## src/rtl/fetch_pkg.sv

```systemverilog
// Shared types and constants for the fetch-stage PC sequencer.
package fetch_pkg;
  typedef enum logic [1:0] {F_BOOT, F_REQ, F_DRAIN, F_TRAP} fetch_state_t;

  localparam int INSTR_BYTES = 4;
  localparam logic [63:0] ALIGN_MASK = ~64'h3;
endpackage

```

## src/rtl/fetch_pc_next.sv

```systemverilog
// Combinational next-PC select: redirect (masked target) beats advance (+4) beats hold.
module fetch_pc_next
  import fetch_pkg::*;
#(
  parameter int WIDTH = 32
) (
  input  logic             redirect,
  input  logic             advance,
  input  logic [WIDTH-1:0] pc,
  input  logic [WIDTH-1:0] target,
  output logic [WIDTH-1:0] pc4,
  output logic [WIDTH-1:0] next_pc
);

  assign pc4 = pc + WIDTH'(INSTR_BYTES);

  always_comb begin
    next_pc = pc;
    if (redirect) begin
      next_pc = target & WIDTH'(ALIGN_MASK);
    end else if (advance) begin
      next_pc = pc4;
    end
  end

endmodule

```

## src/rtl/fetch_pc_ctrl.sv

```systemverilog
// Fetch PC sequencer: one-outstanding imem req/ack, redirect with flush and drain.
// Optional FETCH_MISALIGN_TRAP_EN: misaligned redirect raises sticky misalign_err and parks in F_TRAP.
module fetch_pc_ctrl
  import fetch_pkg::*;
#(
  parameter int               WIDTH    = 32,
  parameter logic [WIDTH-1:0] RESET_PC = '0
) (
  input  logic             clk,
  input  logic             rst,
  input  logic             stall,
  input  logic             br_taken,
  input  logic [WIDTH-1:0] br_target,
  output logic             imem_req,
  output logic [WIDTH-1:0] imem_addr,
  input  logic             imem_ack,
  input  logic [31:0]      imem_rdata,
  output logic             if_valid,
  output logic [31:0]      if_instr,
  output logic [WIDTH-1:0] if_pc,
  output logic [WIDTH-1:0] if_pc4
`ifdef FETCH_MISALIGN_TRAP_EN
  ,
  output logic             misalign_err
`endif
);

  fetch_state_t     state, state_nxt;
  logic [WIDTH-1:0] pc, pc4, next_pc, drain_addr;
  logic             redirect, advance, consume, misalign, to_trap;

  always_comb begin
    imem_req  = 1'b0;
    imem_addr = '0;
    case (state)
      F_REQ: begin
        imem_req  = ~if_valid | ~stall;
        imem_addr = pc;
      end
      F_DRAIN: begin
        imem_req  = 1'b1;
        imem_addr = drain_addr;
      end
      default: ;
    endcase
  end

  assign redirect = br_taken & ((state == F_REQ) | (state == F_DRAIN));
  assign advance  = (state == F_REQ) & imem_req & imem_ack;
  assign consume  = if_valid & ~stall;

`ifdef FETCH_MISALIGN_TRAP_EN
  assign misalign = redirect & (br_target[1:0] != 2'b00);
  assign to_trap  = misalign | misalign_err;
`else
  assign misalign = 1'b0;
  assign to_trap  = 1'b0;
`endif

  fetch_pc_next #(.WIDTH(WIDTH)) u_pc_next (
    .redirect (redirect),
    .advance  (advance),
    .pc       (pc),
    .target   (br_target),
    .pc4      (pc4),
    .next_pc  (next_pc)
  );

  // An unacked request must complete before fetching the new target (or trapping).
  always_comb begin
    state_nxt = state;
    case (state)
      F_BOOT: state_nxt = F_REQ;
      F_REQ, F_DRAIN: begin
        if (imem_req && !imem_ack && (redirect || state == F_DRAIN)) begin
          state_nxt = F_DRAIN;
        end else if (to_trap) begin
          state_nxt = F_TRAP;
        end else begin
          state_nxt = F_REQ;
        end
      end
      default: state_nxt = F_TRAP;
    endcase
  end

  always_ff @(posedge clk or posedge rst) begin
    if (rst) begin
      state      <= F_BOOT;
      pc         <= RESET_PC;
      drain_addr <= '0;
      if_valid   <= 1'b0;
      if_instr   <= '0;
      if_pc      <= '0;
      if_pc4     <= '0;
    end else begin
      state <= state_nxt;
      pc    <= next_pc;
      if (state == F_REQ) begin
        drain_addr <= pc;
      end
      if (redirect) begin
        if_valid <= 1'b0;
      end else if (advance) begin
        if_valid <= 1'b1;
        if_instr <= imem_rdata;
        if_pc    <= pc;
        if_pc4   <= pc4;
      end else if (consume) begin
        if_valid <= 1'b0;
      end
    end
  end

`ifdef FETCH_MISALIGN_TRAP_EN
  always_ff @(posedge clk or posedge rst) begin
    if (rst) begin
      misalign_err <= 1'b0;
    end else if (misalign) begin
      misalign_err <= 1'b1;
    end
  end
`endif

endmodule

```

## config.mk

```make
export PLATFORM = sky130hd
export DESIGN_NAME = fetch_pc_ctrl
export DESIGN_NICKNAME = d
export VERILOG_FILES = /design/src/rtl/fetch_pkg.sv /design/src/rtl/fetch_pc_next.sv /design/src/rtl/fetch_pc_ctrl.sv
export SDC_FILE = /design/constraint.sdc
export NUM_CORES = 1
export LEC_CHECK = 0
export CORE_ASPECT_RATIO = 0.5
export CORE_MARGIN = 4
export CORE_UTILIZATION = 42
export DETAILED_ROUTE_END_ITERATION = 10
export PLACE_DENSITY = 0.69
export SETUP_SLACK_MARGIN = 0.5
export SYNTH_ARGS = -nofsm -noshare
export SYNTH_HDL_FRONTEND = slang
export SYNTH_SLANG_ARGS = --single-unit
```

## constraint.sdc

```tcl
create_clock -name clk -period 5.8 [get_ports clk]
set_input_delay 0.87 -clock clk [delete_from_list [all_inputs] [get_ports clk]]
set_output_delay 0.87 -clock clk [all_outputs]
set_load 0.01 [all_outputs]
```

==> flow_summary.json <==
{
  "hold_ws_ps": 470.8,
  "initial_core_util_pct": 43.81,
  "netlist_area_sq_um": 7343,
  "synth_area_leaders": "dfrtp_1, nand2_1, o21ai_0, a21oi_1, clkbuf_1",
  "synth_top_area_cell": "dfrtp_1",
  "place_area_sq_um": 9206,
  "cts_inserted_buffers": 17,
  "drive_gt1_share_pct": 6.139,
  "synthCells": 846,
  "core_area_sq_um": 16760,
  "cts_buffer_depth": 2,
  "n_antenna_cell": 0,
  "slowest_stage": "ha_1",
  "clockRootBuffer": "clkbuf_16",
  "max_slew_margin_pct": 30.08,
  "path_buf_inv": 4,
  "ctsHoldBuffers": 0,
  "clock_latency_ps": 420,
  "fin_area_sq_um": 9779,
  "startpoint_type": "flip-flop",
  "path_max_fanout": 37,
  "grt_antenna_before_repair": 0,
  "grt_pass1_vias": 6314,
  "cp.arrival_ps": 2790,
  "path_clk_slew_ps": 70,
  "num_vias": 6352,
  "fmax_ghz": 0.2734,
  "ios": 199,
  "yosys.area.top_type_share_pct": 52.82,
  "syn_to_final_growth_pct": 33.17,
  "tightest_slew_ps": 1049,
  "grt_max_degree": 116,
  "ys.flop_type": "dfrtp_1",
  "firstDrtPassIters": 5,
  "hold_viol": 0,
  "hp-class": "flip-flop to flip-flop",
  "fin_nets": 1071,
  "path_delay_family": "buffers and inverters",
  "path_common_cell": "inv_1",
  "syn_avg_cell_area_sq_um": 8.680,
  "wl_mm": 21.13,
  "cts.repair.resized": 0,
  "ys_seq_elements": 155,
  "cp-end-kind": "output pin",
  "drcViolationCount": 0,
  "leakagePower_nw": 4.326,
  "overflow": 0,
  "cts.sinks": 155,
  "viasPerCell": 5.135,
  "synthArstFlopShare_pct": 100.0,
  "maxCapViolCount": 0,
  "yosysSeqAreaShare_pct": 52.82,
  "layout_min_cycle_time_ps": 3658,
  "grt_pass1_wl_mm": 33.42,
  "dpl.cell_count": 1205,
  "final_cells": 1237,
  "detail_route.iter0.violations": 415,
  "yosysUniqueCellTypes": 60,
  "rsz0062_at_grt": "no",
  "peakVddDrop_v": 0.0002008,
  "setup_violations": 0,
  "finalPower_w": 0.002250,
  "post_cts_buffers": 0,
  "gp_congestion": 0.8051,
  "htreeDepth": 4,
  "io_buffers": 190,
  "fillCellCount": 1504,
  "power_density_nw_per_um2": 230.1,
  "tritoncts": "done",
  "dp_hpwl_mm": 14.49,
  "grt_usage_pct": 21.32,
  "fin_skew_ps": 11.24,
  "crit_chain": "inv_1 -> ha_1 -> inv_1 -> buf_4 -> a21oi_1 -> clkdlybuf4s50_1",
  "tns_ps": 0,
  "die_area_sq_um": 19790,
  "fp-row-count": 33,
  "die_w_um": 195.0,
  "ant_nets": 0,
  "worst-setup-path-type": "flip-flop to output pin",
  "synth_edf_count": 0,
  "yosysWarnings": 0,
  "min_period_over_period_pct": 63.06,
  "max_stage_delay_ps": 590,
  "worst_ep_required_time_ps": 4930,
  "dieHeight_um": 101.5,
  "status": "finished clean",
  "avgRoutedWirePerCell_um": 17.08,
  "report.final.slew_viol_count": 0
}
==> routing by layer <==
metal,up-vias,part of all wire (%),global-route usage [%]
met2,238,46,33.90
met5,-,0,0
met4,0,1.1,5.147
met1,3028,44,28.93
met3,24,9.1,6.780
li1,3062,-,-
==> worst reg2reg max path: stages, from the launching register on <==
cell and delay (ps):
dfrtp_1 380, inv_1 80, ha_1 590, nand4_1 810, nor2_4 1040, buf_4 420
nand2_1 110, nand2_1 60
==> flip-flops by register name, indices dropped and copies added (netlist names) <==
name / count
if_valid: 1
if_pc: 30
drain_addr: 30
pc: 30
if_pc4: 30
state: 2
if_instr: 32
==> synthesized netlist by cell type (all sizes together) (2+ instances only) <==
cell and instances:
nor4 4, a21o 4, or2 2, xnor2 8
nand3 22, a22o 2, o31ai 2, o211ai 3
a31oi 2, nor3 12, dfrtp 155, a221o 5
and4 2, a21oi 39, xor2 17, inv 37
nand2 304, nor2 23, nor2b 2, o21ai 75
o21a 2, buf 25, o41ai 2, nand4 8
and3 4, ha 5, o311ai 3, clkbuf 47
a22oi 11, or3 4
==> kinds of logic (layout without fill, tap and decap cells) <==
family,after synthesis,count (layout),share of synthesized area [%]
AND/OR/NAND/NOR,393,393,22.78
AO/OA/AOI/OAI,155,155,12.35
flip-flops,155,155,52.82
buffers and inverters,110,269,7.872
XOR/XNOR,25,25,2.982
adder cells (fa/ha/maj),5,5,0.8519
multiplexers,2,2,0.2897
other,1,6,0.05107
==> stage by stage <==
stage / util (%) / setup slack, ps
finish: 58.34 / 2142
global route: 58.34 / 1999
CTS: 58.34 / 2142
detailed placement: 54.92 / 1845
global placement: 54.92 / 1892
floorplan: - / 751.8
==> placed cells by master, fill, tap and decap left out, types with 4 or more instances in the layout <==
cell | synthesis | layout
a21o_1 | 4 | 4
a21oi_1 | 39 | 39
a221o_1 | 4 | 4
a22oi_1 | 11 | 11
buf_4 | 10 | 10
clkbuf_16 | 0 | 17
clkdlybuf4s50_1 | 0 | 190
clkinvlp_4 | 0 | 5
conb_1 | 1 | 6
dfrtp_1 | 155 | 155
ha_1 | 5 | 4
inv_1 | 37 | 36
inv_6 | 0 | 7
nand2_1 | 304 | 303
nand3_1 | 19 | 19
nand4_1 | 8 | 8
nor2_1 | 22 | 21
nor3_1 | 12 | 12
o21ai_0 | 73 | 73
xnor2_1 | 8 | 8
xor2_1 | 17 | 17
==> where the power goes <==
group          internal [W]  switching (W)  total [W]
sequential          0.00108              0    0.00108
combinational     0.0000405      0.0000338  0.0000743
clock              0.000610       0.000485    0.00110
total               0.00173       0.000519    0.00225
==> path summary, 6_finish.rpt <==
path,from,endpoint,slack (ps),cells after the start
worst max-delay path,state[1],imem_addr[17],2140,6
worst min register to register,if_instr[30],if_instr[30],470,2
worst max register to register,state[1],if_instr[17],2250,7
worst min-delay path,if_instr[30],if_instr[30],470,2
min in group asynchronous,rst,if_instr[28],1060,2
max in group asynchronous,rst,if_pc4[2],3610,3
==> final cells by class <==
class | instances | area [sq um] | area share [%]
inverter | 37 | 143.9 | 1.471
clock inverter | 14 | 133.9 | 1.369
sequential | 155 | 3879 | 39.66
multi-input combinational | 586 | 2923 | 29.89
timing repair buffer | 200 | 1977 | 20.21
tap | 227 | 284.0 | 2.904
clock buffer | 18 | 439.2 | 4.491
No activity file was read; power rests on OpenSTA's default activity.
==> RTL edit (same flow settings) <==
The option `FETCH_MISALIGN_TRAP_EN` is turned on by a define.
--- a/src/rtl/fetch_pc_ctrl.sv
+++ b/src/rtl/fetch_pc_ctrl.sv
@@ -1,5 +1,7 @@
 // Fetch PC sequencer: one-outstanding imem req/ack, redirect with flush and drain.
 // Optional FETCH_MISALIGN_TRAP_EN: misaligned redirect raises sticky misalign_err and parks in F_TRAP.
+`define FETCH_MISALIGN_TRAP_EN
+
 module fetch_pc_ctrl
   import fetch_pkg::*;
 #(
Formal check against the unedited RTL (old outputs only; new: misalign_err): not equivalent (a bounded check fails within 4 cycles, from zero or initial values and one cycle with rst high).
==> RTL edit against the original RTL <==
Global-route usage up 1.1 points; area after synthesis down 0.97%; routed wire length up 4.8%; power up 5.4%; sequential cell count up 1; combinational power up 39%; worst setup slack worse by 0.027 ns; design area up 0.93%.
==> RTL edit: results (changes against the original RTL) <==
Detailed routing
  • DR vias: 6475 (was 6352)
  • Routed WL per cell: 17.8 um (was 17.1 um)
  • Vias/cell: 5.21 (was 5.14)
  • Initial drt markers: 572 (was 415)

GRT
  • Largest net degree at the start of global routing: 97 (was 116)
  • Wire length of the first global-routing pass: 34800 um (was 33400 um)
  • Vias in the first global route: 6311 (was 6314)
  • Gr usage total: 22.4% (was 21.3%)

Hold path
  • Hold Startpoint: if_instr[23]$_DFFE_PP0P_ (was if_instr[30]$_DFFE_PP0P_)
  • Hold EP: if_instr[23]$_DFFE_PP0P_ (was if_instr[30]$_DFFE_PP0P_)

Status
  • Status: finished, final reports clean (unchanged)

Layout
  • Fraction of layout cells with a size suffix above 1: 5.42% (was 6.14%)

Timing
  • Crit path time final: 3.68 ns (was 3.66 ns)
  • Clk_skew: 0.0128 ns (was 0.0112 ns)
  • Slew headroom: 26.0% (was 30.1%)

Worst setup path
  • R2R Path End: pc[14]$_DFFE_PP0P_ (was if_instr[17]$_DFFE_PP0P_)
  • R2R depth: 8 (was 7)
  • Crit-path max FO: 63 (was 37)
  • CP peak stage delay: 0.82 ns (was 0.59 ns)
  • CP arrival: 4.04 ns (was 2.79 ns)
  • FF-to-FF setup slack: 2.12 ns (was 2.25 ns)

Placed design
  • Routability cong.: 0.918 (was 0.805)
  • Input/output buffers: 193 (was 190)
  • Post-Place Setup Slack: 2.17 ns (was 1.84 ns)

Synthesis
  • Area contributors post-synth: dfrtp_1 (54%), nand2_1 (15%), a21oi_1 (3.5%), o21ai_0 (2.5%), inv_1 (2.0%) (was dfrtp_1 (53%), nand2_1 (16%), o21ai_0 (5.0%), a21oi_1 (2.7%), clkbuf_1 (2.2%))
  • Syn avg cell area: 8.59 um^2 (was 8.68 um^2)
  • Yosys cell types: 43 (was 60)
[RTL edit: cell count changes after synthesis, sizes merged, moves of 8 or more]
cell / unedited run / this run
clkbuf: 47 / 35
nand2: 304 / 290
buf: 25 / 33
nor2: 23 / 32
o21ai: 75 / 64
a21oi: 39 / 51
[RTL edit: final cells by class]
class                   count  area (um^2)
multi-input cells         587         2950
repair buffers            199         1980
fillers                  1460         6810
well taps                 227          284
inverters                  41          159
clock inverters            14          158
clock buffers              18          439
flip-flops and latches    156         3900
[RTL edit: worst max path at each step]
| stage | cells past startpoint | end | from |
|---|---|---|---|
| 2_1_floorplan | 1 | drain_addr[10]$_DFFE_PP0N_ | rst |
| 3_3_place_gp | 8 | pc[14]$_DFFE_PP0P_ | state[1]$_DFF_PP0_ |
| 3_5_place_dp | 8 | if_pc4[23]$_DFFE_PP0P_ | state[1]$_DFF_PP0_ |
| 4_1_cts | 8 | if_pc4[23]$_DFFE_PP0P_ | state[1]$_DFF_PP0_ |
| 5_1_grt | 8 | if_pc4[26]$_DFFE_PP0P_ | state[1]$_DFF_PP0_ |
| 6_report | 8 | pc[14]$_DFFE_PP0P_ | state[1]$_DFF_PP0_ |
[RTL edit: per-layer routing]
| layer | part of all wire [%] | GRT usage, % |
|---|---|---|
| met3 | 11 | 7.81 |
| met4 | 1.2 | 5.35 |
| met1 | 44 | 31.2 |
| met5 | 0 | 0 |
| met2 | 44 | 34.0 |
[RTL edit: cells by family after synthesis]
kind of cell	synth area share [%]
AOI/OAI and AO/OA	12.0
xor gates and xnor gates	2.89
adders and majority gates	0.860
buffers and inverters	6.33
DFF	53.7
other	0.0516
and+or+nand+nor	24.1
[RTL edit: through the flow]
step / power (uW) / hold WS, ns / util (%) / cell area [um^2]
final: 2370 / 0.474 / 59.2 / 9870
after global routing: 2440 / 0.500 / 59.2 / 9870
after floorplan: 1180 / 0.494 / - / 7290
after global placement: 1250 / 0.457 / 55.6 / 9270
after detailed placement: 1250 / 0.462 / 55.6 / 9270
after CTS: 2380 / 0.479 / 59.2 / 9870
[RTL edit: worst max-delay path: cells and delay by family, from the launching register on]
family | cells | cell delay (ns)
adders and majority gates | 1 | 0.82
AOI/OAI and AO/OA | 1 | 0.32
buffers and inverters | 2 | 0.68
and+or+nand+nor | 4 | 1.33
DFF | 1 | 0.40
[RTL edit: report_power, final]
group          leakage, uW  total (uW)  internal [uW]  switching [uW]
sequential         0.00212        1130           1100            31.0
clock             0.000290        1140            655             486
combinational      0.00190         103           55.9            47.1
